File: src/rtl/uart_apb_pkg.sv
// Shared definitions for the UART-to-APB bridge: opcodes, frame field positions,
// master FSM states and the response-frame packer.
package uart_apb_pkg;

    localparam int unsigned FRAME_W = 56;
    localparam int unsigned CMD_HI  = 55;
    localparam int unsigned CMD_LO  = 48;
    localparam int unsigned ADDR_HI = 47;
    localparam int unsigned ADDR_LO = 32;
    localparam int unsigned DATA_HI = 31;
    localparam int unsigned DATA_LO = 0;

    localparam logic [7:0] OPC_WREQ = 8'h02;
    localparam logic [7:0] OPC_RREQ = 8'h03;
    localparam logic [7:0] OPC_RESP = 8'h04;
    localparam logic [7:0] OPC_ERR  = 8'h0E;

    typedef enum logic [2:0] {
        ST_IDLE,
        ST_SETUP,
        ST_ACCESS,
        ST_RESP,
        ST_TXWAIT,
        ST_TXDONE
    } state_t;

    function automatic logic [FRAME_W-1:0] mk_frame(input logic [7:0]  cmd,
                                                    input logic [15:0] addr,
                                                    input logic [31:0] data);
        return {cmd, addr, data};
    endfunction

endpackage

File: src/rtl/apb_master_ctrl.sv
// Bridge core: turns one UART request frame into a single APB3 transfer and
// hands the response frame to UART TX, refusing new frames until TX has drained it.
module apb_master_ctrl
    import uart_apb_pkg::*;
#(
    parameter int unsigned ADDR_W   = 16,
    parameter int unsigned DATA_W   = 32,
    parameter int unsigned TIMEOUT  = 255,
    parameter logic [7:0]  CMD_WREQ = OPC_WREQ,
    parameter logic [7:0]  CMD_RREQ = OPC_RREQ,
    parameter logic [7:0]  CMD_RESP = OPC_RESP,
    parameter logic [7:0]  CMD_ERR  = OPC_ERR
) (
    input  logic               clk,
    input  logic               rst,
    input  logic [FRAME_W-1:0] frame_in,
    input  logic               frame_vld,
    output logic               full_to_rx,
    output logic               psel,
    output logic               penable,
    output logic               pwrite,
    output logic [ADDR_W-1:0]  paddr,
    output logic [DATA_W-1:0]  pwdata,
    input  logic [DATA_W-1:0]  prdata,
    input  logic               pready,
    input  logic               pslverr,
    output logic [FRAME_W-1:0] pres,
    output logic               data_vld_tx,
    input  logic               busy,
    output logic               drop_err
);

    localparam int unsigned TMO_W = $clog2(TIMEOUT + 1);
    localparam logic [TMO_W-1:0] TMO_LAST = TMO_W'(TIMEOUT - 1);

    state_t             r_state;
    state_t             w_state_nxt;
    logic [FRAME_W-1:0] r_frame;
    logic [FRAME_W-1:0] r_pres;
    logic [FRAME_W-1:0] w_pres_nxt;
    logic               r_vld_tx;
    logic               w_vld_tx_nxt;
    logic [TMO_W-1:0]   r_tmo;
    logic [TMO_W-1:0]   w_tmo_nxt;
    logic               r_drop;

    logic [7:0]         w_in_cmd;
    logic [15:0]        w_in_addr;
    logic [7:0]         w_cmd;
    logic [15:0]        w_addr;
    logic [31:0]        w_data;
    logic               w_is_wr;
    logic               w_apb_act;
    logic               w_full;

    assign w_in_cmd  = frame_in[CMD_HI:CMD_LO];
    assign w_in_addr = frame_in[ADDR_HI:ADDR_LO];
    assign w_cmd     = r_frame[CMD_HI:CMD_LO];
    assign w_addr    = r_frame[ADDR_HI:ADDR_LO];
    assign w_data    = r_frame[DATA_HI:DATA_LO];
    assign w_is_wr   = (w_cmd == CMD_WREQ);
    assign w_apb_act = (r_state == ST_SETUP) || (r_state == ST_ACCESS);
    assign w_full    = (r_state != ST_IDLE);

    always_comb begin
        w_state_nxt  = r_state;
        w_pres_nxt   = r_pres;
        w_vld_tx_nxt = 1'b0;
        w_tmo_nxt    = r_tmo;
        case (r_state)
            ST_IDLE: begin
                if (frame_vld) begin
                    if (w_in_cmd == CMD_WREQ || w_in_cmd == CMD_RREQ) begin
                        w_state_nxt = ST_SETUP;
                    end else begin
                        w_state_nxt = ST_RESP;
                        w_pres_nxt  = mk_frame(CMD_ERR, w_in_addr, 32'h0);
                    end
                end
            end
            ST_SETUP: begin
                w_state_nxt = ST_ACCESS;
                w_tmo_nxt   = '0;
            end
            ST_ACCESS: begin
                // pslverr and prdata only mean something on the pready cycle
                if (pready) begin
                    w_state_nxt = ST_RESP;
                    w_tmo_nxt   = '0;
                    if (pslverr)
                        w_pres_nxt = mk_frame(CMD_ERR, w_addr, 32'h0);
                    else if (w_is_wr)
                        w_pres_nxt = mk_frame(CMD_RESP, w_addr, w_data);
                    else
                        w_pres_nxt = mk_frame(CMD_RESP, w_addr, 32'(prdata));
                end else if (r_tmo == TMO_LAST) begin
                    w_state_nxt = ST_RESP;
                    w_tmo_nxt   = '0;
                    w_pres_nxt  = mk_frame(CMD_ERR, w_addr, 32'hFFFF_FFFF);
                end else begin
                    w_tmo_nxt = r_tmo + TMO_W'(1);
                end
            end
            ST_RESP: begin
                if (!busy) begin
                    w_vld_tx_nxt = 1'b1;
                    w_state_nxt  = ST_TXWAIT;
                end
            end
            ST_TXWAIT: begin
                if (busy) w_state_nxt = ST_TXDONE;
            end
            ST_TXDONE: begin
                if (!busy) w_state_nxt = ST_IDLE;
            end
            default: w_state_nxt = ST_IDLE;
        endcase
    end

    always_ff @(posedge clk) begin
        if (rst) begin
            r_state  <= ST_IDLE;
            r_pres   <= '0;
            r_vld_tx <= 1'b0;
            r_tmo    <= '0;
            r_drop   <= 1'b0;
        end else begin
            r_state  <= w_state_nxt;
            r_pres   <= w_pres_nxt;
            r_vld_tx <= w_vld_tx_nxt;
            r_tmo    <= w_tmo_nxt;
            r_drop   <= r_drop | (frame_vld & w_full);
        end
    end

    // Request frame is only ever read while the FSM is out of IDLE, so it needs no reset
    always_ff @(posedge clk) begin
        if (r_state == ST_IDLE && frame_vld) r_frame <= frame_in;
    end

    assign full_to_rx  = w_full;
    assign psel        = w_apb_act;
    assign penable     = (r_state == ST_ACCESS);
    assign pwrite      = w_apb_act & w_is_wr;
    assign paddr       = w_apb_act ? ADDR_W'(w_addr) : '0;
    assign pwdata      = (w_apb_act && w_is_wr) ? DATA_W'(w_data) : '0;
    assign pres        = r_pres;
    assign data_vld_tx = r_vld_tx;
    assign drop_err    = r_drop;

endmodule
File: config.mk
export PLATFORM = sky130hd
export DESIGN_NAME = apb_master_ctrl
export DESIGN_NICKNAME = d
export VERILOG_FILES = /design/src/rtl/uart_apb_pkg.sv /design/src/rtl/apb_master_ctrl.sv
export SDC_FILE = /design/constraint.sdc
export NUM_CORES = 1
export LEC_CHECK = 0
export ABC_AREA = 1
export CORE_ASPECT_RATIO = 0.7
export CORE_MARGIN = 3
export CORE_UTILIZATION = 44
export CTS_BUF_LIST = sky130_fd_sc_hd__clkbuf_4 sky130_fd_sc_hd__clkbuf_8 sky130_fd_sc_hd__clkbuf_16
export DETAILED_ROUTE_END_ITERATION = 8
export MAX_ROUTING_LAYER = met4
export PLACE_DENSITY = 0.8
export SETUP_SLACK_MARGIN = 0.05
export SYNTH_ARGS = -nofsm -noshare
export SYNTH_HDL_FRONTEND = slang
export SYNTH_SLANG_ARGS = --single-unit
export TNS_END_PERCENT = 5
File: constraint.sdc
create_clock -name clk -period 4.4 [get_ports clk]
set_input_delay 0.66 -clock clk [delete_from_list [all_inputs] [get_ports clk]]
set_output_delay 0.66 -clock clk [all_outputs]
set_load 0.05 [all_outputs]
==> impl_metrics.env <==
export IMPL_status="finished, final reports clean"
export IMPL_gp_congestion=0.8165
export IMPL_worstPathCellList="nand3_1, buf_4, nand2_4, clkinv_1, buf_4, nor2_1, buf_12"
export IMPL_ys_ff_latch=119
export IMPL_synth_common_cells="240 x nand2_1, 104 x nor2_1, 63 x dfxtp_1"
export IMPL_dp_hpwl_um=11790
export IMPL_cts_buffers=17
export IMPL_htreeDepth=4
export IMPL_ant_nets=0
export IMPL_place_area_um2=7581
export IMPL_drc=0
export IMPL_utilization=0.7194
export IMPL_fin_crit_sh=0.7875
export IMPL_async_flop_share=0
export IMPL_setup_violations=0
export IMPL_finalCriticalPeriod_ns=3.465
export IMPL_synth_flop_cell="dfxtp_1"
export IMPL_met1_usage=0.3171
export IMPL_fin_area_um2=8209
export IMPL_maxCapViolations=0
export IMPL_synth_edf_count=56
export IMPL_slew_violations=0
export IMPL_clkLatencyLatePin_ns=0.41
export IMPL_crit_type="reg2out"
export IMPL_cp_required_ns=3.74
export IMPL_cp_start_kind="flop"
export IMPL_cts_tree="yes"
export IMPL_cpMostUsedCell="buf_4"
export IMPL_drt_pass1_iterations=7
export IMPL_power_switching_mw=2.391
export IMPL_syn_inst=684
export IMPL_hold_viol_final=0
export IMPL_num_io_pins=204
export IMPL_track_usage=0.2556
export IMPL_cts_reportedPaths_clkPinSlew_ns=0.05
export IMPL_placementRows=32
export IMPL_endpoint_kind="output port"
export IMPL_netSwitchingFraction=0.4235
export IMPL_cts_resized_gates=0
export IMPL_worstMarginPinSlew_ns=1.122
export IMPL_fin_ws_ns=0.9352
export IMPL_pwr_share_seq=0.285
export IMPL_rsz0062_at_grt="false"
export IMPL_clk_path_buf_depth=2
export IMPL_dieArea_um2=13510
export IMPL_wl_per_cell_um=16.29
export IMPL_synth_most_common_cell="nand2_1"
export IMPL_syn_area_um2=5336
export IMPL_synth_top_area_frac=0.3151
export IMPL_layout_nets=964
export IMPL_grt_antenna_before_repair=0
export IMPL_postCtsHoldBufs=0
export IMPL_drt_iter0_drc=408
export IMPL_total_leakage_power_nw=3.427
export IMPL_pre_cts_slack_ns=1.382
export IMPL_avgViaCountPerCell=5.026
export IMPL_die_x_um=137.6
export IMPL_wl_um=16840
export IMPL_top_usage_layer="met2"
export IMPL_grt_max_degree=51
export IMPL_synth_area_leaders="edfxtp_1 32%, dfxtp_1 24%, nand2_1 17%, nor2_1 7.3%, a21oi_1 3.9%"
export IMPL_yosys_warnings=0
export IMPL_cts_sinks=119
export IMPL_die_height_um=98.14
export IMPL_critPathArrivalTime_ns=2.80
export IMPL_final_layout_size_suffix_gt1_frac=0.1146
export IMPL_syn_to_final_growth_pct=53.83
export IMPL_cts_setup_buffers=0
export IMPL_pwr_density_cell_nw_per_um2=687.8
export IMPL_cts_root_buffer="clkbuf_16"
export IMPL_crit_path_top_delay_cell="clkinv_1"
export IMPL_synth_cell_type_count=25
export IMPL_port_buffers=198
export IMPL_power_frac_clock=0.257
export IMPL_met2_usage=0.4157
export IMPL_dr_total_vias=5197
export IMPL_slew_headroom=0.2511
export IMPL_grt_use_met3=0.07467
export IMPL_grt_ovfl_total=0
export IMPL_fmax_mhz=288.6
export IMPL_initial_utilization=0.4677
export IMPL_core_area_um2=11410
export IMPL_combPwrFrac=0.457
export IMPL_synth_area_per_cell_um2=7.802
export IMPL_fin_setup_tns_ns=0
export IMPL_grt_pass1_wl_um=25990
export IMPL_path_max_fanout=38
export IMPL_antenna_cells=0
export IMPL_hold_path_class="reg2reg"
export IMPL_holdWs_ns=0.4543
export IMPL_cpPeakStageDelay_ns=0.51
export IMPL_peakVddDrop_mv=0.4603
export IMPL_skew_ns=0.009956
export IMPL_synth_largest_area_cell="edfxtp_1"
export IMPL_internal_power_mw=3.255
export IMPL_grt_pass1_vias=4945
export IMPL_seq_area_frac_synth=0.5515
-- critical path, delay by kind of cell, from the launching register on --
| family | cells | cell delay [ns] |
|---|---|---|
| buffers and inverters | 4 | 1.43 |
| DFF | 1 | 0.43 |
| and+or+nand+nor | 3 | 0.54 |
-- final timing paths --
| path | start | end | slack [ns] | cells after the start |
|---|---|---|---|---|
| worst min-delay path | r_tmo[4] | r_tmo[4] | 0.45 | 2 |
| worst max register to register | r_state[0] | pres[33] | 1.64 | 9 |
| worst min register to register | r_tmo[4] | r_tmo[4] | 0.45 | 2 |
| worst max-delay path | r_state[1] | pwdata[29] | 0.94 | 7 |
-- through the flow --
stage          power [mW]  cells
2_1_floorplan       3.277    688
5_1_grt             5.921   1034
6_report            5.646   1034
3_3_place_gp        4.118   1002
3_5_place_dp        4.204   1002
4_1_cts             5.665   1034
-- per-layer routing --
layer	wire [um]	up-vias
met2	8553	210
li1	-	2538
met3	1356	13
met1	6791	2436
met5	0	-
met4	139	0
-- logic make-up (layout without fill, tap and decap cells) --
logic type | after synthesis | in the layout | synth area share
DFF | 119 | 119 | 0.5515
AOI/OAI and AO/OA | 80 | 80 | 0.07620
and+or+nand+nor | 394 | 394 | 0.2921
xor gates and xnor gates | 1 | 1 | 0.001642
adders and majority gates | 2 | 2 | 0.004689
buffers and inverters | 87 | 280 | 0.07315
other | 1 | 5 | 0.0007027
-- registers in the layout, summed over array words and instances (netlist names) --
register,flops
r_frame,56
r_state,3
drop_err,1
pres,50
data_vld_tx,1
r_tmo,8
-- area by class of cell --
type | count | area, um^2
Multi-Input combinational cell | 482 | 2037
Tap cell | 153 | 191.4
Sequential cell | 119 | 2943
Fill cell | 830 | 3202
Timing Repair Buffer | 206 | 2252
Inverter | 42 | 157.7
Clock inverter | 12 | 145.1
Clock buffer | 20 | 483.0
-- cells in the final DEF (no fill, tap or decap), types with 2 or more instances in the layout --
cell	count
clkbuf_16	19
nand2_2	2
clkdlybuf4s50_1	148
inv_1	38
clkinv_1	2
clkinv_2	3
buf_4	30
o21ai_0	36
nor3_1	4
edfxtp_1	56
nand3_1	41
dfxtp_1	63
clkinvlp_4	4
nor2_1	101
a21oi_1	42
buf_12	27
inv_2	3
ha_1	2
nand2_1	240
nor2_2	3
conb_1	5
bufinv_16	3
-- power by group through the flow --
stage | logic [mW] | registers [mW] | clock network (mW)
floorplan | 1.22 | 2.06 | 0
global placement | 2.51 | 1.61 | 0
detailed placement | 2.57 | 1.63 | 0
CTS | 2.59 | 1.61 | 1.47
global route | 2.76 | 1.64 | 1.52
finish | 2.58 | 1.61 | 1.45
Power figures use the tool's default switching activity.
